[config.mk]
export PLATFORM = sky130hd
export DESIGN_NAME = hazard_stall_ctrl
export DESIGN_NICKNAME = d
export VERILOG_FILES = /design/src/rtl/ctrl_pkg.sv /design/src/rtl/sat_counter.sv /design/src/rtl/hazard_stall_ctrl.sv
export SDC_FILE = /design/constraint.sdc
export NUM_CORES = 1
export LEC_CHECK = 0
export CAP_MARGIN = 25
export CORE_MARGIN = 5
export CORE_UTILIZATION = 30
export CTS_CLUSTER_DIAMETER = 80
export DETAILED_ROUTE_END_ITERATION = 6
export PLACE_DENSITY = 0.77
export SETUP_SLACK_MARGIN = 0.05
export SLEW_MARGIN = 10
export SYNTH_ARGS = -nofsm -noshare
export SYNTH_HDL_FRONTEND = slang
export SYNTH_HIERARCHICAL = 1
export SYNTH_SLANG_ARGS = --single-unit
[constraint.sdc]
create_clock -name clk -period 2.1 [get_ports clk]
set_clock_uncertainty 0.05 [all_clocks]
set_input_delay 0.42 -clock clk [delete_from_list [all_inputs] [get_ports clk]]
set_output_delay 0.42 -clock clk [all_outputs]
set_load 0.02 [all_outputs]
[src/rtl/ctrl_pkg.sv]
// Shared definitions for the hazard/stall controller: FSM state encoding and
// register-index constants.
package ctrl_pkg;

   localparam int REG_IDX_W = 5;
   localparam logic [REG_IDX_W-1:0] X0 = '0;

   typedef enum logic [1:0] {
      RUN      = 2'd0,
      BUBBLE   = 2'd1,
      MEM_WAIT = 2'd2
   } state_t;

endpackage

[src/rtl/sat_counter.sv]
// Saturating up-counter: clears on synchronous rst, increments by one when
// inc is high, and holds at all-ones instead of wrapping.
module sat_counter #(
   parameter int W = 32
) (
   input  logic         clk,
   input  logic         rst,
   input  logic         inc,
   output logic [W-1:0] count
);

   // Count qualifying cycles, sticking at the maximum value.
   always_ff @(posedge clk) begin
      if (rst) begin
         count <= '0;
      end else if (inc && (count != {W{1'b1}})) begin
         count <= count + 1'b1;
      end
   end

endmodule

[src/rtl/hazard_stall_ctrl.sv]
// Hazard stall controller for the 5-stage core. Produces PC / IF/ID enables,
// IF/ID and ID/EXE flushes and a back-end freeze for load-use hazards, taken
// branches and data-memory waits. Outputs are Mealy so a stall lands in the
// same cycle as its hazard.
// Optional performance counters are built when HAZARD_PERF_CNT_EN is defined.
//
// state    | meaning
// ---------+--------------------------------------------------------------
// RUN      | normal issue; all hazards evaluated
// BUBBLE   | one cycle after a load-use stall; load-use detection masked
// MEM_WAIT | back end frozen until dmem_ready returns
module hazard_stall_ctrl
   import ctrl_pkg::*;
#(
   parameter int MEM_TIMEOUT = 64,
   parameter int CNT_W       = 32
) (
   input  logic                 clk,
   input  logic                 rst,
   input  logic [REG_IDX_W-1:0] IF_ID_rs1,
   input  logic [REG_IDX_W-1:0] IF_ID_rs2,
   input  logic                 IF_ID_uses_rs2,
   input  logic [REG_IDX_W-1:0] ID_EXE_rd,
   input  logic                 ID_EXE_MemRead,
   input  logic                 EXE_MEM_MemAccess,
   input  logic                 dmem_ready,
   input  logic                 branch_taken,
   output logic                 PC_Write,
   output logic                 IF_ID_Write,
   output logic                 IF_ID_Flush,
   output logic                 ID_EXE_Flush,
   output logic                 pipe_freeze,
   output logic                 mem_timeout,
   output logic [CNT_W-1:0]     stall_cycles,
   output logic [CNT_W-1:0]     bubble_count,
   output logic [CNT_W-1:0]     flush_count
);

   // A zero timeout disables the check; keep the counter at least one bit wide.
   localparam int WAIT_W = (MEM_TIMEOUT > 0) ? $clog2(MEM_TIMEOUT + 1) : 1;
   localparam logic [WAIT_W-1:0] WAIT_MAX = WAIT_W'(MEM_TIMEOUT);
   localparam bit TO_EN = (MEM_TIMEOUT != 0);

   state_t              state, state_nxt;
   logic                load_use;
   logic                freeze_req;
   logic [WAIT_W-1:0]   wait_cnt, wait_nxt;
   logic                timeout_q;

   // Hazard detection; in MEM_WAIT the held MEM stage keeps requesting until ready.
   always_comb begin
      load_use = ID_EXE_MemRead && (ID_EXE_rd != X0) &&
                 ((ID_EXE_rd == IF_ID_rs1) ||
                  (IF_ID_uses_rs2 && (ID_EXE_rd == IF_ID_rs2)));
      if (state == MEM_WAIT) begin
         freeze_req = !dmem_ready;
      end else begin
         freeze_req = EXE_MEM_MemAccess && !dmem_ready;
      end
   end

   // Next state and pipeline controls: reset > memory wait > branch > load-use.
   always_comb begin
      PC_Write     = 1'b1;
      IF_ID_Write  = 1'b1;
      IF_ID_Flush  = 1'b0;
      ID_EXE_Flush = 1'b0;
      pipe_freeze  = 1'b0;
      state_nxt    = RUN;
      if (rst) begin
         IF_ID_Flush  = 1'b1;
         ID_EXE_Flush = 1'b1;
      end else if (freeze_req) begin
         PC_Write    = 1'b0;
         IF_ID_Write = 1'b0;
         pipe_freeze = 1'b1;
         state_nxt   = MEM_WAIT;
      end else if (branch_taken) begin
         // Squashes the dependent instruction, so a coincident load-use is moot.
         IF_ID_Flush  = 1'b1;
         ID_EXE_Flush = 1'b1;
      end else if (load_use && (state != BUBBLE)) begin
         PC_Write     = 1'b0;
         IF_ID_Write  = 1'b0;
         ID_EXE_Flush = 1'b1;
         state_nxt    = BUBBLE;
      end
   end

   // Wait counter counts frozen cycles, saturating at the timeout value.
   always_comb begin
      wait_nxt = '0;
      if (pipe_freeze) begin
         wait_nxt = (wait_cnt == WAIT_MAX) ? wait_cnt : wait_cnt + 1'b1;
      end
   end

   // State, wait counter and sticky timeout flag.
   always_ff @(posedge clk) begin
      if (rst) begin
         state     <= RUN;
         wait_cnt  <= '0;
         timeout_q <= 1'b0;
      end else begin
         state    <= state_nxt;
         wait_cnt <= wait_nxt;
         if (TO_EN && pipe_freeze && (wait_nxt == WAIT_MAX)) begin
            timeout_q <= 1'b1;
         end
      end
   end

   assign mem_timeout = timeout_q;

`ifdef HAZARD_PERF_CNT_EN
   sat_counter #(.W(CNT_W)) u_stall_cnt (
      .clk   (clk),
      .rst   (rst),
      .inc   (!PC_Write),
      .count (stall_cycles)
   );

   // A load-use bubble is the only case with ID_EXE_Flush but no IF_ID_Flush.
   sat_counter #(.W(CNT_W)) u_bubble_cnt (
      .clk   (clk),
      .rst   (rst),
      .inc   (ID_EXE_Flush && !IF_ID_Flush),
      .count (bubble_count)
   );

   sat_counter #(.W(CNT_W)) u_flush_cnt (
      .clk   (clk),
      .rst   (rst),
      .inc   (IF_ID_Flush && !rst),
      .count (flush_count)
   );
`else
   assign stall_cycles = '0;
   assign bubble_count = '0;
   assign flush_count  = '0;
`endif

endmodule

## Word-level counts from Yosys, hierarchy flattened

Index checks and enable logic that the tools add are counted.

| storage, ports and cells | value |
|---|---|
| output and inout bits | 102 |
| word-level logic and storage cells | 40 |
| bits of input ports | 22 |
| register bits | 10 |

| operators by class | value |
|---|---|
| add/subtract/negate cells | 1 |
| muxes and demuxes | 19 |
| eq/ne operators | 6 |
| reductions and logical operators | 10 |

Operator list:

| kind | number |
|---|---|
| $mux 1 | 16 |
| $eq 7x7->1 const B | 2 |
| $mux 7 | 2 |
| $eq 5x5->1 | 2 |
| $add 7x1->7 const B | 1 |
| $logic_and 1x1->1 | 6 |
| $reduce_bool 5->1 | 1 |
| $reduce_or 3->1 | 1 |
| $eq 2x2->1 const B | 1 |
| $mux 2 | 1 |
| $ne 2x1->1 const B | 1 |
| $logic_not 1->1 | 1 |
| $logic_or 1x1->1 | 1 |

## Depth between registers and ports, before layout

Gate-level depths: netlist (run 1).

| logic depth | value |
|---|---|
| word-level depth | 9 |
| mapped depth | 6 |
| gate-level depth less buffers | 6 |

## Least setup slack after synthesis (run 1)

OpenSTA, ideal clock, no wires.

| path | value |
|---|---|
| path type | input to output |
| start | input port ID_EXE_rd[1] |
| end | output port PC_Write |
| arrival | 1637 ps |
| buffers on the path | 1 |
| stages on the path | 5 |
| slack | -7 ps |
| required time | 1630 ps |
| cells stage by stage | or4_1 > o221a_2 > nand2_1 > o21a_1 > buf_4 |

| on the way | value |
|---|---|
| longest elaborated chain between the ends | 9 |
| elaborated cells between the ends (all ways) | 12 |
| those cells by class | eq/ne (2); mux (4); reduce/logical (6) |

RTL lines:

| item | line | RTL |
|---|---|---|
| start, declared | hazard_stall_ctrl.sv:23 | `input logic [REG_IDX_W-1:0] ID_EXE_rd,` |
| $eq 5x5->1 | hazard_stall_ctrl.sv:54 | `(IF_ID_uses_rs2 && (ID_EXE_rd == IF_ID_rs2)));` |
| $logic_and 1x1->1 | hazard_stall_ctrl.sv:54 |  |
| $logic_or 1x1->1 | hazard_stall_ctrl.sv:53 | `((ID_EXE_rd == IF_ID_rs1) \|\|` |
| $logic_and 1x1->1 * | hazard_stall_ctrl.sv:52 | `load_use = ID_EXE_MemRead && (ID_EXE_rd != X0) &&` |
| $logic_and 1x1->1 * | hazard_stall_ctrl.sv:82 | `end else if (load_use && (state != BUBBLE)) begin` |
| $mux 1 * (4 in a row) | -- |  |
| end, declared | hazard_stall_ctrl.sv:28 | `output logic PC_Write,` |

Mark *: on every way between the ends. The rest lies on a longest branch, timed or not.

## Final worst setup path (run 1)

| path | value |
|---|---|
| start | input port IF_ID_rs2[4] |
| end | output port PC_Write |

| on the way | value |
|---|---|
| longest elaborated chain between the ends | 9 |

RTL lines:

| item | line | RTL |
|---|---|---|
| start, declared | hazard_stall_ctrl.sv:21 | `input logic [REG_IDX_W-1:0] IF_ID_rs2,` |
| $eq 5x5->1 | hazard_stall_ctrl.sv:54 |  |
| $logic_and 1x1->1 | hazard_stall_ctrl.sv:54 |  |
| $logic_or 1x1->1 | hazard_stall_ctrl.sv:53 |  |
| $logic_and 1x1->1 | hazard_stall_ctrl.sv:52 |  |
| $logic_and 1x1->1 | hazard_stall_ctrl.sv:82 |  |
| $mux 1 | hazard_stall_ctrl.sv:82 |  |
| $mux 1 | hazard_stall_ctrl.sv:78 | `end else if (branch_taken) begin` |
| $mux 1 | hazard_stall_ctrl.sv:73 | `end else if (freeze_req) begin` |
| $mux 1 | hazard_stall_ctrl.sv:70 | `if (rst) begin` |

No other way between the ends.

==> out/metrics.yaml, run 1 <==
worst_setup_path:
  path_buf_inv: 2
  arrival_ns: 1.60
  worstPathRequired_ns: 1.63
  path_common_cell: "buf_6"
  max_stage_delay_ns: 0.34
  critPathMaxFanout: 3
  path_class: "in2out"
  crit_chain: "buf_6, xor2_2, nor4_2, a32oi_2, o21a_2, buf_6"
  critical_path.top_delay_family: "compound AO/OA/AOI/OAI gates"
  crit_path_top_delay_cell: "nor4_2"
  critPathLaunchType: "input port"
  critPathCaptureType: "primary output"
power:
  p_switching_uw: 283.3
  irDropWorstVdd_v: 0.0001658
  p_comb_frac: 0.426
  p_int_uw: 395.1
  power_frac_seq: 0.287
  power.leakage_uw: 0.0008102
  switching_share: 0.4176
  powerDensity_nw_per_um2: 434.5
  p_clk_frac: 0.286
route:
  highest_layer: "met4"
  first_pass_iters: 4
  drc: 0
  ant_nets: 0
  vias: 960
  dr_wl_met3_um: 324
  post_drt_via_cell_ratio: 3.542
  drtIter0Drc: 35
  wl_per_cell_um: 10.04
  wl_met2_um: 1531
  wl_met1_um: 828
  routed_wl_um: 2720
die:
  rows: 24
  io_pins: 124
  coreArea_um2: 4444
  die_w_um: 78.41
  die-area_um2: 6147
  start_util: 0.3159
  die_y_um: 78.41
cells_and_area:
  drive_gt1_frac: 0.2146
  syn2layout_area_growth_pct: 11.23
  mostFrequentLayoutCell: "conb_1"
  utilization: 0.3514
  antennaDiodeCount: 0
  final_nets: 245
  layout_common_cells: "conb_1 (96), buf_4 (15), nor2_1 (12), dfxtp_1 (10), xor2_1 (8)"
clock_tree:
  cts_root_buffer: "clkbuf_8"
  cts_max_path_buffers: 2
  cts.reportedPaths.clkPinSlew_ns: 0.04
  cts_hold_buf: 0
  clkLatencyLatePin_ns: 0.23
  cts_sinks: 10
  cts_tree: "done"
  htreeDepth: 1
  cts_buffers: 3
sta:
  finalWorstSetupSlack_ns: 0.03068
  period_minus_slack_ns: 2.069
  finalCritPeriodShare: 0.9854
  setup_viol_count_final: 0
  fmax_ghz: 0.4833
  maxSlewViolCount: 0
  rsz0062_at_grt: "true"
  hold_viol: 0
synthesis:
  ys.flop_type: "dfxtp_1"
  seq_area_frac_synth: 0.1426
  synth_seq_cells: 10
  avgSynthCellArea_um2: 7.887
  ys_types: 33
  yosysWarnings: 6
  syn_area_um2: 1404
  synth_cells: 178
  synth-edff-count: 0
  synthArstFlopShare: 0
placed_design:
  place.gp.congestion: 0.7391
  dp_slack_ns: -0.8054
  port_buffers: 27
  place_hpwl_um: 2339
grt:
  antenna_found_initial: 0
  grt_pass1_wl_um: 4015
  grt.total_usage: 0.08375
  overflow: 0
  grt_pass1_vias: 906
  grt_start_max_net_pins: 8
run_status:
  status: "finished, final reports clean"
hold_path:
  hold_path_class: "reg2reg"
run:
  maxCapViolCount: 0
==> tightest hold or removal path, cell delays in order, from the launching register on <==
cell	delay (ns)
dfxtp_1	0.34
mux2i_1	0.14
nor2_1	0.05
==> state kept, by name, summed over array words and instances (netlist names) <==
| register | count |
|---|---|
| mem_timeout | 1 |
| state | 2 |
| wait_cnt | 7 |
==> final cells by class <==
cell class                 count  area, um^2
inverter                       6       22.52
sequential                    10       200.2
timing repair buffer          40       350.3
multi-input combinational    160       882.1
tap                           52       65.06
fill                         474        2883
clock buffer                   3       41.29
==> final timing paths <==
kind | slack (ns) | cells past startpoint | start | to
setup / recovery | 0.03 | 6 | IF_ID_rs2[4] | PC_Write
hold / removal | 0.52 | 2 | wait_cnt[1]$_SDFF_PP0_ | wait_cnt[1]$_SDFF_PP0_
setup reg to reg | 0.35 | 6 | wait_cnt[0]$_SDFF_PP0_ | mem_timeout$_SDFFE_PP0P_
hold reg to reg | 0.52 | 2 | wait_cnt[1]$_SDFF_PP0_ | wait_cnt[1]$_SDFF_PP0_
==> stage by stage <==
step | instance area, um^2 | TNS (ns) | hold slack (ns) | std cells | power, uW
finish | 1562 | 0 | 0.5170 | 271 | 678.4
global route | 1562 | -0.03536 | 0.5522 | 271 | 718.6
CTS | 1509 | -0.002084 | 0.5197 | 271 | 669.5
detailed placement | 1444 | -2.930 | 0.5131 | 265 | 468.6
global placement | 1444 | -2.873 | 0.4811 | 265 | 466.6
floorplan | 1762 | 0 | 0.4567 | 273 | 527.7
==> cell families (layout without fill, tap and decap cells) <==
group | after synthesis | after routing | share of synthesized area
other | 1 | 96 | 0.002671
buffers and inverters | 103 | 49 | 0.5348
adder cells (fa/ha/maj) | 2 | 2 | 0.01782
AO/OA/AOI/OAI | 14 | 14 | 0.08287
XOR/XNOR | 15 | 15 | 0.09358
multiplexers | 1 | 1 | 0.007130
flip-flops | 10 | 10 | 0.1426
AND/OR/NAND/NOR | 32 | 32 | 0.1185
==> per-layer routing <==
layer | GRT usage | vias to the layer above
li1 | - | 459
met1 | 0.07481 | 428
met3 | 0.04119 | 5
met4 | 0.03147 | 0
met5 | 0 | -
met2 | 0.1610 | 68
==> Yosys cell counts, types with 2 or more instances <==
library cell / n / area, um^2
a211o_1: 2 / 17.52
dfxtp_1: 10 / 200.2
inv_1: 6 / 22.52
o21bai_1: 2 / 15.01
nor3_1: 3 / 15.01
nor2_1: 12 / 45.04
buf_4: 97 / 728.2
nand2_1: 4 / 15.01
xor2_1: 11 / 96.34
xnor2_1: 4 / 35.03
ha_1: 2 / 25.02
nand3_1: 3 / 15.01
a21o_1: 2 / 15.01
==> power by group through the flow <==
stage	sequential (uW)	combinational [uW]	clock, uW
finish	195	289	194
global route	195	309	215
CTS	195	273	202
detailed placement	198	271	0
global placement	198	269	0
floorplan	198	330	0
==> what timing repair did <==
item,in CTS,in global routing
setup buffers,3,0
setup endpoints to repair,5,4
gates resized for setup,59,21
pin swaps,11,10
Note: power is estimated with default switching activity, not from simulation.
==> run 2, diff against run 1 <==
--- a/config.mk
+++ b/config.mk
@@ -7,11 +7,12 @@
 export LEC_CHECK = 0
 export CAP_MARGIN = 25
 export CORE_MARGIN = 5
-export CORE_UTILIZATION = 30
+export CORE_UTILIZATION = 32
 export CTS_CLUSTER_DIAMETER = 80
 export DETAILED_ROUTE_END_ITERATION = 6
-export PLACE_DENSITY = 0.77
+export PLACE_DENSITY = 0.81
 export SETUP_SLACK_MARGIN = 0.05
+export SKIP_LAST_GASP = 1
 export SLEW_MARGIN = 10
 export SYNTH_ARGS = -nofsm -noshare
 export SYNTH_HDL_FRONTEND = slang
==> out/metrics.yaml, run 2 (synthesis gave the netlist of run 1 again) <==
clock_tree:
  cts_tree: "done"
  clkLatencyLatePin_ns: 0.24
  cts_root_buffer: "clkbuf_8"
  cts_sinks: 10
  cts_hold_buf: 0
  cts_max_path_buffers: 2
  htreeDepth: 1
  cts.reportedPaths.clkPinSlew_ns: 0.05
  cts_buffers: 3
hold_path:
  worstHoldPathCells: 2
  hold_path_class: "reg2reg"
cells_and_area:
  regMostFlops: "wait_cnt"
  drive_gt1_frac: 0.1927
  largest_reg_flops: 7
  final_nets: 243
  antennaDiodeCount: 0
  utilization: 0.3610
  mostFrequentLayoutCell: "conb_1"
  layout_common_cells: "conb_1 (96), buf_4 (12), nor2_1 (11), xor2_1 (10), dfxtp_1 (10)"
  finalNonFillerCells: 270
  fin_area_um2: 1550
  syn2layout_area_growth_pct: 10.43
worst_setup_path:
  path_common_cell: "buf_6"
  reg2reg_slack_ns: 0.31
  max_stage_delay_ns: 0.53
  crit_path_top_delay_cell: "or4_4"
  critPathCaptureType: "primary output"
  critPathLaunchType: "input port"
  path_class: "in2out"
  arrival_ns: 1.61
  critPathMaxFanout: 3
  r2r_cells: 6
  crit_chain: "buf_6, or4_4, o221a_4, nand2_2, o21a_4, buf_6"
  worstPathRequired_ns: 1.63
placed_design:
  post-place-cells: 265
  place.gp.congestion: 0.7627
  port_buffers: 27
  dp_slack_ns: -0.8387
  placedInstanceArea_um2: 1444
  place_hpwl_um: 2287
route:
  first_pass_iters: 2
  drc: 0
  ant_nets: 0
  routed_wl_um: 2656
  post_drt_via_cell_ratio: 3.581
  vias: 967
  drtIter0Drc: 28
  wl_per_cell_um: 9.837
grt:
  overflow: 0
  grt.total_usage: 0.07917
  grt_pass1_wl_um: 3781
  antenna_found_initial: 0
  grt_start_max_net_pins: 8
  grt_pass1_vias: 945
sta:
  maxSlewViolCount: 0
  rsz0062_at_grt: "true"
  finalWorstSetupSlack_ns: 0.02482
  fmax_ghz: 0.4819
  hold_viol: 0
  period_minus_slack_ns: 2.075
  finalCritPeriodShare: 0.9882
  setup_viol_count_final: 0
run_status:
  status: "finished, final reports clean"
die:
  die_w_um: 76.24
  die_y_um: 76.24
  io_pins: 124
  die-area_um2: 5812
  start_util: 0.3269
  coreArea_um2: 4294
  rows: 24
power:
  irDropWorstVdd_v: 0.0002142
  power.leakage_uw: 0.0008201
  powerDensity_nw_per_um2: 465.1
  power.total_uw: 720.9
run:
  maxCapViolCount: 0
==> run 2: cell types whose count changed in the layout (fill, tap and decap cells not counted), moves of 2 or more <==
cell | before | now
buf_2 | 2 | 4
buf_4 | 15 | 12
buf_6 | 6 | 4
dlymetal6s2s_1 | 3 | 5
xor2_1 | 8 | 10
xor2_2 | 3 | 1
==> run 2: cell type report <==
| cell class | count | area (um^2) |
|---|---|---|
| clock buffers | 4 | 55.05 |
| fillers | 464 | 2744 |
| inverters | 6 | 22.52 |
| multi-input cells | 160 | 872.1 |
| flip-flops and latches | 10 | 200.2 |
| well taps | 52 | 65.06 |
| repair buffers | 38 | 335.3 |
==> run 2: stage by stage <==
stage	TNS, ns	hold WS (ns)
after floorplan	0	0.4567
after global placement	-2.948	0.4829
after detailed placement	-3.039	0.5014
after CTS	-0.01801	0.5126
after global routing	-0.03092	0.5229
final	0	0.5061
==> run 2: worst paths after layout <==
path,start,end
setup / recovery,ID_EXE_rd[3],IF_ID_Write
hold / removal,wait_cnt[4]$_SDFF_PP0_,wait_cnt[4]$_SDFF_PP0_
setup reg to reg,wait_cnt[0]$_SDFF_PP0_,mem_timeout$_SDFFE_PP0P_
hold reg to reg,wait_cnt[4]$_SDFF_PP0_,wait_cnt[4]$_SDFF_PP0_
==> run 2: worst max-delay path, delay by kind of cell <==
kind,cells,cell delay (ns)
buffers and inverters,2,0.20
and+or+nand+nor,2,0.59
AOI/OAI and AO/OA,2,0.38
==> run 2: repair_timing <==
item                                    in CTS  in global routing
endpoints found under the setup margin       5                  4
gates resized for setup                     56                 18
pin swaps                                    9                 12
endpoints found under the hold margin        0                  0
setup buffers                                1                  0
==> run 2: report_power, final <==
group | internal (uW) | switching, uW
registers | 193 | 2.04
logic | 72.3 | 210
clock network | 165 | 79.0
total | 430 | 291
==> run 2: per-layer routing <==
metal / part of all wire / vias to the layer above / track usage / wire length, um
met4: 0.020 / 0 / 0.03147 / 52
met5: 0 / - / 0 / 0
met3: 0.16 / 7 / 0.04965 / 424
met2: 0.53 / 77 / 0.1507 / 1408
met1: 0.29 / 427 / 0.06317 / 770
li1: - / 456 / - / -
==> run 3, diff against run 2 <==
--- a/config.mk
+++ b/config.mk
@@ -6,10 +6,10 @@
 export NUM_CORES = 1
 export LEC_CHECK = 0
 export CAP_MARGIN = 25
-export CORE_MARGIN = 5
 export CORE_UTILIZATION = 32
 export CTS_CLUSTER_DIAMETER = 80
 export DETAILED_ROUTE_END_ITERATION = 6
+export GPL_TIMING_DRIVEN = 0
 export PLACE_DENSITY = 0.81
 export SETUP_SLACK_MARGIN = 0.05
 export SKIP_LAST_GASP = 1
==> out/metrics.yaml, run 3 (synthesis gave the netlist of run 1 again) <==
run_status:
  status: "finished with violations"
  failed_checks: "setup timing"
clock_tree:
  cts_root_buffer: "clkbuf_8"
  cts_max_path_buffers: 2
  cts.reportedPaths.clkPinSlew_ns: 0.05
  cts_hold_buf: 0
  cts_tree: "done"
  cts_sinks: 10
  clkLatencyLatePin_ns: 0.24
  cts_buffers: 3
  htreeDepth: 1
sta:
  fmax_ghz: 0.4670
  rsz0062_at_grt: "true"
  hold_viol: 0
  maxSlewViolCount: 0
  finalWorstSetupSlack_ns: -0.04121
  period_minus_slack_ns: 2.141
  setup_viol_count_final: 1
  finalCritPeriodShare: 1.020
grt:
  grt_pass1_wl_um: 3601
  grt_pass1_vias: 945
  grt_start_max_net_pins: 10
  antenna_found_initial: 0
  grt.total_usage: 0.1065
  overflow: 0
route:
  ant_nets: 0
  wl_per_cell_um: 7.034
  drtIter0Drc: 18
  vias: 1198
  post_drt_via_cell_ratio: 3.356
  drc: 0
  routed_wl_um: 2511
  first_pass_iters: 2
power:
  power.total_uw: 843.3
  irDropWorstVdd_v: 0.0002050
  power.leakage_uw: 0.001261
  powerDensity_nw_per_um2: 386.7
cells_and_area:
  regMostFlops: "wait_cnt"
  drive_gt1_frac: 0.4202
  final_nets: 332
  fin_area_um2: 2181
  layout_common_cells: "buf_4 (100), conb_1 (96), nor2_1 (11), xor2_1 (10), dfxtp_1 (10)"
  largest_reg_flops: 7
  syn2layout_area_growth_pct: 55.35
  mostFrequentLayoutCell: "buf_4"
  utilization: 0.5299
  finalNonFillerCells: 357
  antennaDiodeCount: 0
worst_setup_path:
  critPathLaunchType: "input port"
  reg2reg_from: "wait_cnt[0]$_SDFF_PP0_"
  reg2reg_slack_ns: 0.32
  path_class: "in2out"
  arrival_ns: 1.67
  r2r_cells: 6
  critPathMaxFanout: 3
  worstPathRequired_ns: 1.63
  critPathCaptureType: "primary output"
  rr_endpoint: "mem_timeout$_SDFFE_PP0P_"
die:
  die-area_um2: 4656
  rows: 23
  die_y_um: 68.24
  die_w_um: 68.24
  coreArea_um2: 4115
  io_pins: 124
  start_util: 0.3411
hold_path:
  worstHoldEndpoint: "wait_cnt[5]$_SDFF_PP0_"
  worstHoldPathCells: 2
  min_from: "wait_cnt[5]$_SDFF_PP0_"
  hold_path_class: "reg2reg"
placed_design:
  placedInstanceArea_um2: 2095
  post-place-cells: 350
  port_buffers: 27
  place_hpwl_um: 2229
  place.gp.congestion: 0.7747
run:
  maxCapViolCount: 0
==> run 3: changes by cell type in the layout (fill, tap and decap cells not counted), moves of 2 or more <==
cell	previous run	this run
buf_4	12	100
dlymetal6s2s_1	5	0
buf_2	4	6
clkdlybuf4s50_1	6	8
dlygate4sd2_1	3	5
==> run 3: routing by layer <==
metal / up-vias / global-route usage / wire [um]
met5: - / 0 / 0
met4: 0 / 0.04688 / 27
met3: 4 / 0.04500 / 316
met2: 73 / 0.2059 / 1388
met1: 488 / 0.09397 / 777
li1: 633 / - / -
==> run 3: cell type report <==
class / instances / area, um^2
clock buffers: 4 / 55.05
repair buffers: 30 / 252.7
multi-input cells: 160 / 855.8
inverters: 6 / 22.52
flip-flops and latches: 10 / 200.2
fillers: 410 / 1934
plain buffers: 97 / 732.0
well taps: 50 / 62.56
==> run 3: worst max-delay path, stage by stage <==
cell     delay [ns]
buf_8          0.10
or4_4          0.52
o221a_4        0.24
nand2_1        0.06
o21a_2         0.14
buf_6          0.09
buf_6          0.10
==> run 3: power breakdown <==
group	total [uW]	switching, uW	internal [uW]
sequential	195	2.02	192
clock	243	77.7	165
combinational	406	226	180
==> run 3: metrics by stage <==
stage / setup TNS (ns) / hold WS (ns) / setup slack (ns)
2_1_floorplan: 0 / 0.4567 / 0.06731
3_3_place_gp: -3.131 / 0.4806 / -0.9123
3_5_place_dp: -3.147 / 0.4963 / -0.9104
4_1_cts: -0.1105 / 0.5052 / -0.07586
5_1_grt: -0.1065 / 0.5569 / -0.06109
6_report: -0.04121 / 0.5064 / -0.04121
==> run 3: what timing repair did <==
item,CTS,global route
resized for setup,67,6
buffers inserted,3,0
setup endpoints to repair,5,5
pin swaps,14,3
hold endpoints to repair,0,0
==> run 3: how the worst max path moves through the flow <==
| stage | startpoint | endpoint | slack, ns | depth (start not counted) |
|---|---|---|---|---|
| 3_3_place_gp | ID_EXE_rd[1] | PC_Write | -0.91 | 7 |
| 3_5_place_dp | ID_EXE_rd[1] | PC_Write | -0.91 | 7 |
| 4_1_cts | ID_EXE_rd[4] | PC_Write | -0.08 | 7 |
| 2_1_floorplan | ID_EXE_rd[1] | PC_Write | 0.07 | 5 |
| 6_report | ID_EXE_rd[4] | PC_Write | -0.04 | 7 |
| 5_1_grt | ID_EXE_rd[4] | PC_Write | -0.06 | 7 |
